[config.mk]
export PLATFORM = sky130hd
export DESIGN_NAME = fetch_unit
export DESIGN_NICKNAME = d
export VERILOG_FILES = /design/src/rtl/fetch_unit.sv
export SDC_FILE = /design/constraint.sdc
export NUM_CORES = 1
export LEC_CHECK = 0
export ABC_AREA = 1
export BUFFER_PORTS_ARGS = -buffer_cell sky130_fd_sc_hd__buf_2
export CORE_UTILIZATION = 51
export DETAILED_ROUTE_END_ITERATION = 8
export PLACE_DENSITY = 0.82
export SYNTH_ARGS = -nofsm -noshare
export SYNTH_HDL_FRONTEND = slang
export SYNTH_SLANG_ARGS = --single-unit
[constraint.sdc]
create_clock -name clk -period 2.9 [get_ports clk]
set_clock_uncertainty 0.1 [all_clocks]
set_input_delay 0.29 -clock clk [delete_from_list [all_inputs] [get_ports clk]]
set_output_delay 0.29 -clock clk [all_outputs]
set_load 0.03 [all_outputs]
[src/rtl/fetch_unit.sv]
`default_nettype none
// ============================================================================
//  Module   : fetch_unit
//  Purpose  : PC owner and instruction fetch queue feeding decode over valid/ready.
//  Revision : 1.0  initial release
// ============================================================================
module fetch_unit #(
   parameter int              PC_W     = 16,
   parameter int              INSTR_W  = 16,
   parameter logic [PC_W-1:0] RESET_PC = '0,
   parameter int              DEPTH    = 2
) (
   input  logic               clk,
   input  logic               reset,
   output logic [PC_W-1:0]    pcout,
   input  logic [INSTR_W-1:0] instruction,
   input  logic               fetch_en,
   input  logic               redirect_valid,
   input  logic [PC_W-1:0]    redirect_pc,
   output logic               if_valid,
   output logic [INSTR_W-1:0] if_instr,
   output logic [PC_W-1:0]    if_pc,
   input  logic               if_ready
);

   localparam int              c_ptr_w      = (DEPTH > 1) ? $clog2(DEPTH) : 1;
   localparam int              c_cnt_w      = $clog2(DEPTH + 1) + 1;
   localparam logic [c_cnt_w-1:0] c_depth   = c_cnt_w'(DEPTH);
   localparam logic [c_ptr_w-1:0] c_last    = c_ptr_w'(DEPTH - 1);
   localparam logic [PC_W-1:0]    c_align   = ~PC_W'(1);
   localparam logic [PC_W-1:0]    c_step    = PC_W'(2);

   typedef enum logic [0:0] {
      S_RUN   = 1'b0,
      S_STALL = 1'b1
   } state_t;

   state_t               r_state;
   state_t               w_state_nxt;

   logic [PC_W-1:0]      r_fetch_pc;
   logic [PC_W-1:0]      r_req_pc;
   logic                 r_inflight;
   logic [c_ptr_w-1:0]   r_head;
   logic [c_ptr_w-1:0]   r_tail;
   logic [c_cnt_w-1:0]   r_count;
   logic [PC_W-1:0]      r_last_pc;
   logic [INSTR_W-1:0]   r_last_instr;
   logic [PC_W-1:0]      r_q_pc    [DEPTH];
   logic [INSTR_W-1:0]   r_q_instr [DEPTH];

   logic                 w_pop;
   logic                 w_push;
   logic                 w_issue;
   logic [c_cnt_w-1:0]   w_occ;

   function automatic logic [c_ptr_w-1:0] f_next(input logic [c_ptr_w-1:0] p);
      return (p == c_last) ? '0 : p + c_ptr_w'(1);
   endfunction

   // Occupancy counts the in-flight read as already holding a slot, so a
   // return can always be pushed without an overflow check.
   assign w_occ   = r_count + c_cnt_w'(r_inflight) - c_cnt_w'(w_pop);
   assign w_pop   = if_valid & if_ready & ~redirect_valid;
   assign w_push  = r_inflight & ~redirect_valid;
   assign w_issue = (r_state == S_RUN) & ~redirect_valid & (w_occ < c_depth);

   assign pcout    = r_fetch_pc;
   assign if_valid = (r_count != '0);
   assign if_pc    = if_valid ? r_q_pc[r_head]    : r_last_pc;
   assign if_instr = if_valid ? r_q_instr[r_head] : r_last_instr;

   always_ff @(posedge clk) begin
      if (reset) begin
         r_state <= S_RUN;
      end else begin
         r_state <= w_state_nxt;
      end
   end

   always_comb begin
      w_state_nxt = r_state;
      case (r_state)
         S_RUN:   if (!fetch_en) w_state_nxt = S_STALL;
         S_STALL: if (fetch_en)  w_state_nxt = S_RUN;
         default: w_state_nxt = S_RUN;
      endcase
   end

   always_ff @(posedge clk) begin
      if (reset) begin
         r_fetch_pc <= RESET_PC;
         r_req_pc   <= '0;
         r_inflight <= 1'b0;
         r_head     <= '0;
         r_tail     <= '0;
         r_count    <= '0;
      end else if (redirect_valid) begin
         r_fetch_pc <= redirect_pc & c_align;
         r_inflight <= 1'b0;
         r_head     <= '0;
         r_tail     <= '0;
         r_count    <= '0;
      end else begin
         r_inflight <= w_issue;
         if (w_issue) begin
            r_req_pc   <= r_fetch_pc;
            r_fetch_pc <= r_fetch_pc + c_step;
         end
         if (w_push) r_tail <= f_next(r_tail);
         if (w_pop)  r_head <= f_next(r_head);
         case ({w_push, w_pop})
            2'b10:   r_count <= r_count + c_cnt_w'(1);
            2'b01:   r_count <= r_count - c_cnt_w'(1);
            default: r_count <= r_count;
         endcase
      end
   end

   always_ff @(posedge clk) begin
      if (w_push) begin
         r_q_pc[r_tail]    <= r_req_pc;
         r_q_instr[r_tail] <= instruction;
      end
   end

   // Remember the head currently shown so the outputs hold it once the queue drains.
   always_ff @(posedge clk) begin
      if (reset) begin
         r_last_pc    <= '0;
         r_last_instr <= '0;
      end else if (if_valid) begin
         r_last_pc    <= r_q_pc[r_head];
         r_last_instr <= r_q_instr[r_head];
      end
   end

endmodule
`default_nettype wire

# Yosys cells after proc, flatten, opt, wreduce, memory -nomap -nowiden
# Memories as Yosys holds them, arrays and structs flattened. A register that Yosys moved wholly into a read port is not among the register bits.
# Index checks and enable logic that the tools add are counted.
[word_totals]
word_cells = 48
in_bits = 37
mem_count = 2
output_inout_bits = 49
register_bits = 71
mem_bits_rw = 64
[memory_table]
columns = ["memory", "words", "width", "rd", "rd_clocked_by_memory_dff", "wr", "line", "rtl"]
rows = [
  ["r_q_instr", 2, 16, 1, 1, 1, "50", "logic [INSTR_W-1:0] r_q_instr [DEPTH];"],
  ["r_q_pc", 2, 16, 1, 1, 1, "49", "logic [PC_W-1:0] r_q_pc [DEPTH];"],
]
[op_classes]
eq_ne = 2
n_mux = 14
n_addsub = 7
bitwise = 7
reduce_logical = 5
order_cmp = 1
[op_table]
columns = ["operator", "n"]
rows = [
  ["2-to-1 mux 16 bit", 4],
  ["adder 16 x 2 -> 16 bit, second input constant", 1],
  ["2-to-1 mux 1 bit", 9],
  ["one-hot mux 3 bit (2 select lines)", 1],
  ["bitwise AND 1 bit", 5],
  ["nonzero test 2 bit", 2],
  ["adder 3 x 1 -> 3 bit", 1],
  ["adder 3 x 1 -> 3 bit, second input constant", 1],
  ["less-than comparator 3 x 2 -> 1 bit, second input constant", 1],
  ["nonzero test 3 bit", 1],
  ["subtractor 3 x 1 -> 3 bit", 1],
  ["subtractor 3 x 1 -> 3 bit, second input constant", 1],
  ["adder 1 bit, second input constant", 2],
  ["== test 2 x 1 -> 1 bit, second input constant", 1],
  ["== test 2 bit, second input constant", 1],
  ["NOT 1 bit", 2],
  ["AND reduction 2 bit", 1],
  ["OR reduction 2 bit", 1],
]

# Depth between registers and ports, before layout
[depth]
depth_word = 8
mapped_depth = 17
mapped_depth_nobuf = 15

# Least setup slack after synthesis
# Ideal clock, no wire load.
[synth_path]
path_type = "reg-to-reg"
start = "register r_count[1]"
end = "register r_fetch_pc[14], in the netlist pcout[14]"
period_less_slack_ns = 2.850
setup_ns = 0.128
required_ns = 2.672
slack_ns = 0.050
path_buffers = 2
t_arrival_ns = 2.622
stages_incl_launch_ff = 17
cell_sequence = "dfxtp_1 > inv_2 > nand3_1 > buf_4 > nand2_1 > nor2_1 > ha_1 > or2_2 > fa_1 > nand2_2 > nor2_4 > nand3_4 > buf_6 > nand3_1 > nand2_1 > nor2_1 > nor2_1"
[synth_via]
elab_chain_len = 7
word_cells_on_any_way = 8
classes_between = "add/sub: 2; order compare: 1; bitwise: 3; reduce/logical: 2"
[synth_rtl]
columns = ["element", "line", "rtl"]
rows = [
  ["from (decl)", "46", "logic [c_cnt_w-1:0] r_count;"],
  ["from (signal assigned)", "113", "2'b10: r_count <= r_count + c_cnt_w'(1);"],
  ["from (signal assigned)", "114", "2'b01: r_count <= r_count - c_cnt_w'(1);"],
  ["from (signal assigned)", "115", "default: r_count <= r_count;"],
  ["nonzero test 3 bit", "69", "assign if_valid = (r_count != '0);"],
  ["bitwise AND 1 bit (2 in series)", "64", "assign w_pop = if_valid & if_ready & ~redirect_valid;"],
  ["net w_pop", "52", "logic w_pop;"],
  ["subtractor 3 x 1 -> 3 bit", "63", "assign w_occ = r_count + c_cnt_w'(r_inflight) - c_cnt_w'(w_pop);"],
  ["less-than comparator 3 x 2 -> 1 bit", "66", "assign w_issue = (r_state == S_RUN) & ~redirect_valid & (w_occ < c_depth);"],
  ["bitwise AND 1 bit", "66", ""],
  ["nonzero test 2 bit (no line)", "-", ""],
  ["to (signal assigned)", "99", "r_fetch_pc <= redirect_pc & c_align;"],
  ["to (signal assigned)", "108", "r_fetch_pc <= r_fetch_pc + c_step;"],
  ["to (decl)", "41", "logic [PC_W-1:0] r_fetch_pc;"],
]
# The timed path passes the listed nets, and every way through them passes these cells.
# A chain may end at the register's enable or synchronous reset.

# Final worst setup path
[layout_path]
start = "register r_count[1]"
end = "register r_fetch_pc[4], in the netlist pcout[4]"
# Same word-level chain as after synthesis.

==> flow_metrics.tcl <==
set metrics [dict create \
    fin_cells 853 \
    num_rows 37 \
    grt_pass1_vias 4108 \
    vdd_drop_max_mv 0.3561 \
    drc 0 \
    maxCapViolCount 0 \
    pin_count 86 \
    tightest_slew_ns 0.5889 \
    area_growth_pct 29.11 \
    numCtsBuffers 17 \
    clk_latency_ns 0.52 \
    cp_slowest_cell "fa_1" \
    ys_ff_latch 132 \
    final_util_pct 67.73 \
    r2r-start "r_count[1]" \
    dpl_cell_area_um2 5943 \
    drv_slew 0 \
    diodes 0 \
    min_path_type "input pin to register" \
    port_buffers 83 \
    r2r_end "pcout[4]" \
    core_region_area_um2 10320 \
    cp_cell_sequence "inv_2 > nand3_4 > nand2_4 > nor2_4 > ha_1 > or2_2 > fa_1 > nand2_2 > nor2_4 > buf_4 > nand3_4 > nand2_4 > inv_1 > nand2_1 > a21oi_1" \
    synth_top_area_share_pct 34.38 \
    end_kind "register" \
    seq_area_frac_synth_pct 60.26 \
    yosysWarnings 0 \
    start_kind "register" \
    status "finished, final reports clean" \
    viasPerCell 5.088 \
    syn-num-nets 623 \
    finalInstanceArea_um2 6992 \
    worstPathRequired_ns 3.18 \
    fin_crit_sh_pct 97.17 \
    slowest_delay_ns 0.51 \
    final_nets 746 \
    first_iter_violations 286 \
    grt_pass1_wl_um 19120 \
    avgSynthCellArea_um2 9.320 \
    yosys.area.top_type "edfxtp_1" \
    placed_cells 782 \
    hold_end "r_head" \
    place.gp.congestion 0.9938 \
    wl_um 12020 \
    antenna_found_initial 0 \
    worst-path-max-fanout 9 \
    syn-cell-area_um2 5415 \
    grt_max_degree 66 \
    vias 4340 \
    synth_area_leaders "edfxtp_1 34%, dfxtp_1 26%, nand2_1 7.3%, inv_1 6.1%, o21ai_0 5.4%" \
    worstSetupPathType "register to register" \
    p_leak_nw 3.121 \
    firstDrtPassIters 5 \
    syn_inst 581 \
    path_clk_slew_ns 0.06 \
    arrival_ns 3.10 \
    die_x_um 105.0 \
    min_period_ns 2.818 \
    dpl.hpwl_um 7110 \
    hold_viol 0 \
    max_freq_ghz 0.3549 \
    start_util_pct 52.45 \
    drive_gt1_share_pct 22.32 \
    cts_sinks 132 \
    tns_ns 0 \
    min_from "if_ready" \
    grt-ovfl-total 0 \
    reg2regPathDepth 15 \
    clock_path_buffers 2 \
    ys_types 30 \
    r2r_slack_ns 0.08 \
    grt_use_total_pct 22.42 \
    die_area_um2 11030 \
    power_density_nw_per_um2 690.0 \
    wl_per_cell_um 14.09 \
    die_height_um 105.0 \
    max_slew_margin_pct 60.74 \
    cts_tree "built" \
    ant_nets 0 \
    root_buffer "clkbuf_8" \
    setup_viol 0 \
    holdPathStages 3 \
    cts_max_level 4 \
]
-- sequential cells by signal, indices dropped and copies added, names as in the netlist, named ones only --
| signal | flops |
|---|---|
| r_q_instr | 32 |
| r_q_pc | 30 |
| r_last_instr | 16 |
| r_last_pc | 16 |
| pcout | 15 |
| r_req_pc | 15 |
| r_count | 3 |
| r_head | 1 |
| r_inflight | 1 |
| r_state | 1 |
| r_tail | 1 |
-- layer usage --
layer	wire length [um]	up-vias	track usage (%)
met1	5108	1998	26.91
li1	-	2132	-
met5	0	-	0
met2	5913	178	38.46
met3	707	32	5.053
met4	285	0	9.960
-- area by class of cell --
type | count | area [um^2]
flip-flops and latches | 132 | 3267
clock inverters | 15 | 205.2
clock buffers | 17 | 414.1
multi-input cells | 331 | 1705
well taps | 136 | 170.2
inverters | 92 | 355.3
fillers | 754 | 3332
repair buffers | 130 | 874.6
-- kinds of logic after synthesis --
logic type / Yosys count / synth area share (%)
and+or+nand+nor: 199 / 15.39
buffers and inverters: 119 / 9.219
AOI/OAI and AO/OA: 117 / 12.34
DFF: 132 / 60.26
other: 1 / 0.06925
xor gates and xnor gates: 8 / 1.294
adders and majority gates: 5 / 1.433
-- worst max-delay path: cells and delay by family (launching register included) --
family | cells | cell delay, ns
compound gates | 1 | 0.07
fa+ha+maj | 2 | 0.77
buf+inv | 3 | 0.31
flops | 1 | 0.32
simple gates | 9 | 1.09
-- worst max-delay path by stage --
stage          slack [ns]            to       start
2_1_floorplan        0.05     pcout[14]  r_count[1]
3_3_place_gp         0.07     pcout[13]  r_count[0]
3_5_place_dp        -0.07      pcout[3]  r_count[0]
4_1_cts              0.04  r_req_pc[12]  r_count[0]
5_1_grt             -0.02     pcout[15]  r_count[2]
6_report             0.08      pcout[4]  r_count[1]
-- report_power, final --
group	total (mW)	leakage (nW)	internal [mW]	switching, mW
combinational	0.524	1.68	0.180	0.344
clock	2.22	0.295	1.40	0.816
sequential	2.08	1.14	2.03	0.0520
total	4.82	3.12	3.61	1.21
-- metrics by stage --
stage | setup WS [ns] | total power [mW] | hold WS [ns]
after global routing | -0.02243 | 4.981 | 0.01499
after floorplan | 0.05047 | 2.434 | 0.2567
after detailed placement | -0.06581 | 2.576 | 0.3357
final | 0.08197 | 4.825 | 0.01007
after global placement | 0.07476 | 2.557 | 0.3316
after CTS | 0.04212 | 4.819 | 0.002797
-- what timing repair did --
action | CTS | global route
hold endpoints to repair | 45 | 0
buffers inserted | 5 | 3
cloned | 1 | 1
gates resized for setup | 4 | 9
endpoints found under the setup margin | 24 | 30
hold buffers | 29 | 0
pin swaps | 2 | 2
-- synthesized netlist by cell type --
cell type,number
nand2_2,7
nand3_2,1
a21oi_1,26
inv_1,88
nand3b_1,1
nand4_1,2
ha_1,3
xor2_1,7
buf_4,3
nor3_1,1
nand2_1,105
nand3_1,15
edfxtp_1,62
nor2_4,2
xnor2_1,1
dfxtp_1,70
nand3_4,1
o21a_1,2
conb_1,1
buf_2,5
o21ai_0,58
nor2_1,62
or2_2,1
inv_2,3
buf_6,4
fa_1,2
nor2_2,1
clkbuf_1,15
o211ai_1,31
clkinv_4,1
-- cells in the final DEF (no fill, tap or decap), drive strengths merged --
cell / synthesis / layout
a21oi: 26 / 26
buf: 12 / 100
bufinv: 0 / 4
clkbuf: 15 / 18
clkinv: 1 / 7
clkinvlp: 0 / 3
conb: 1 / 1
dfxtp: 70 / 70
dlygate4sd3: 0 / 29
edfxtp: 62 / 62
fa: 2 / 2
ha: 3 / 3
inv: 91 / 93
nand2: 112 / 112
nand3: 17 / 18
nand3b: 1 / 1
nand4: 2 / 2
nor2: 65 / 65
nor3: 1 / 1
o211ai: 31 / 31
o21a: 2 / 2
o21ai: 58 / 58
or2: 1 / 1
xnor2: 1 / 1
xor2: 7 / 7
Note: power is estimated with default switching activity, not from simulation.
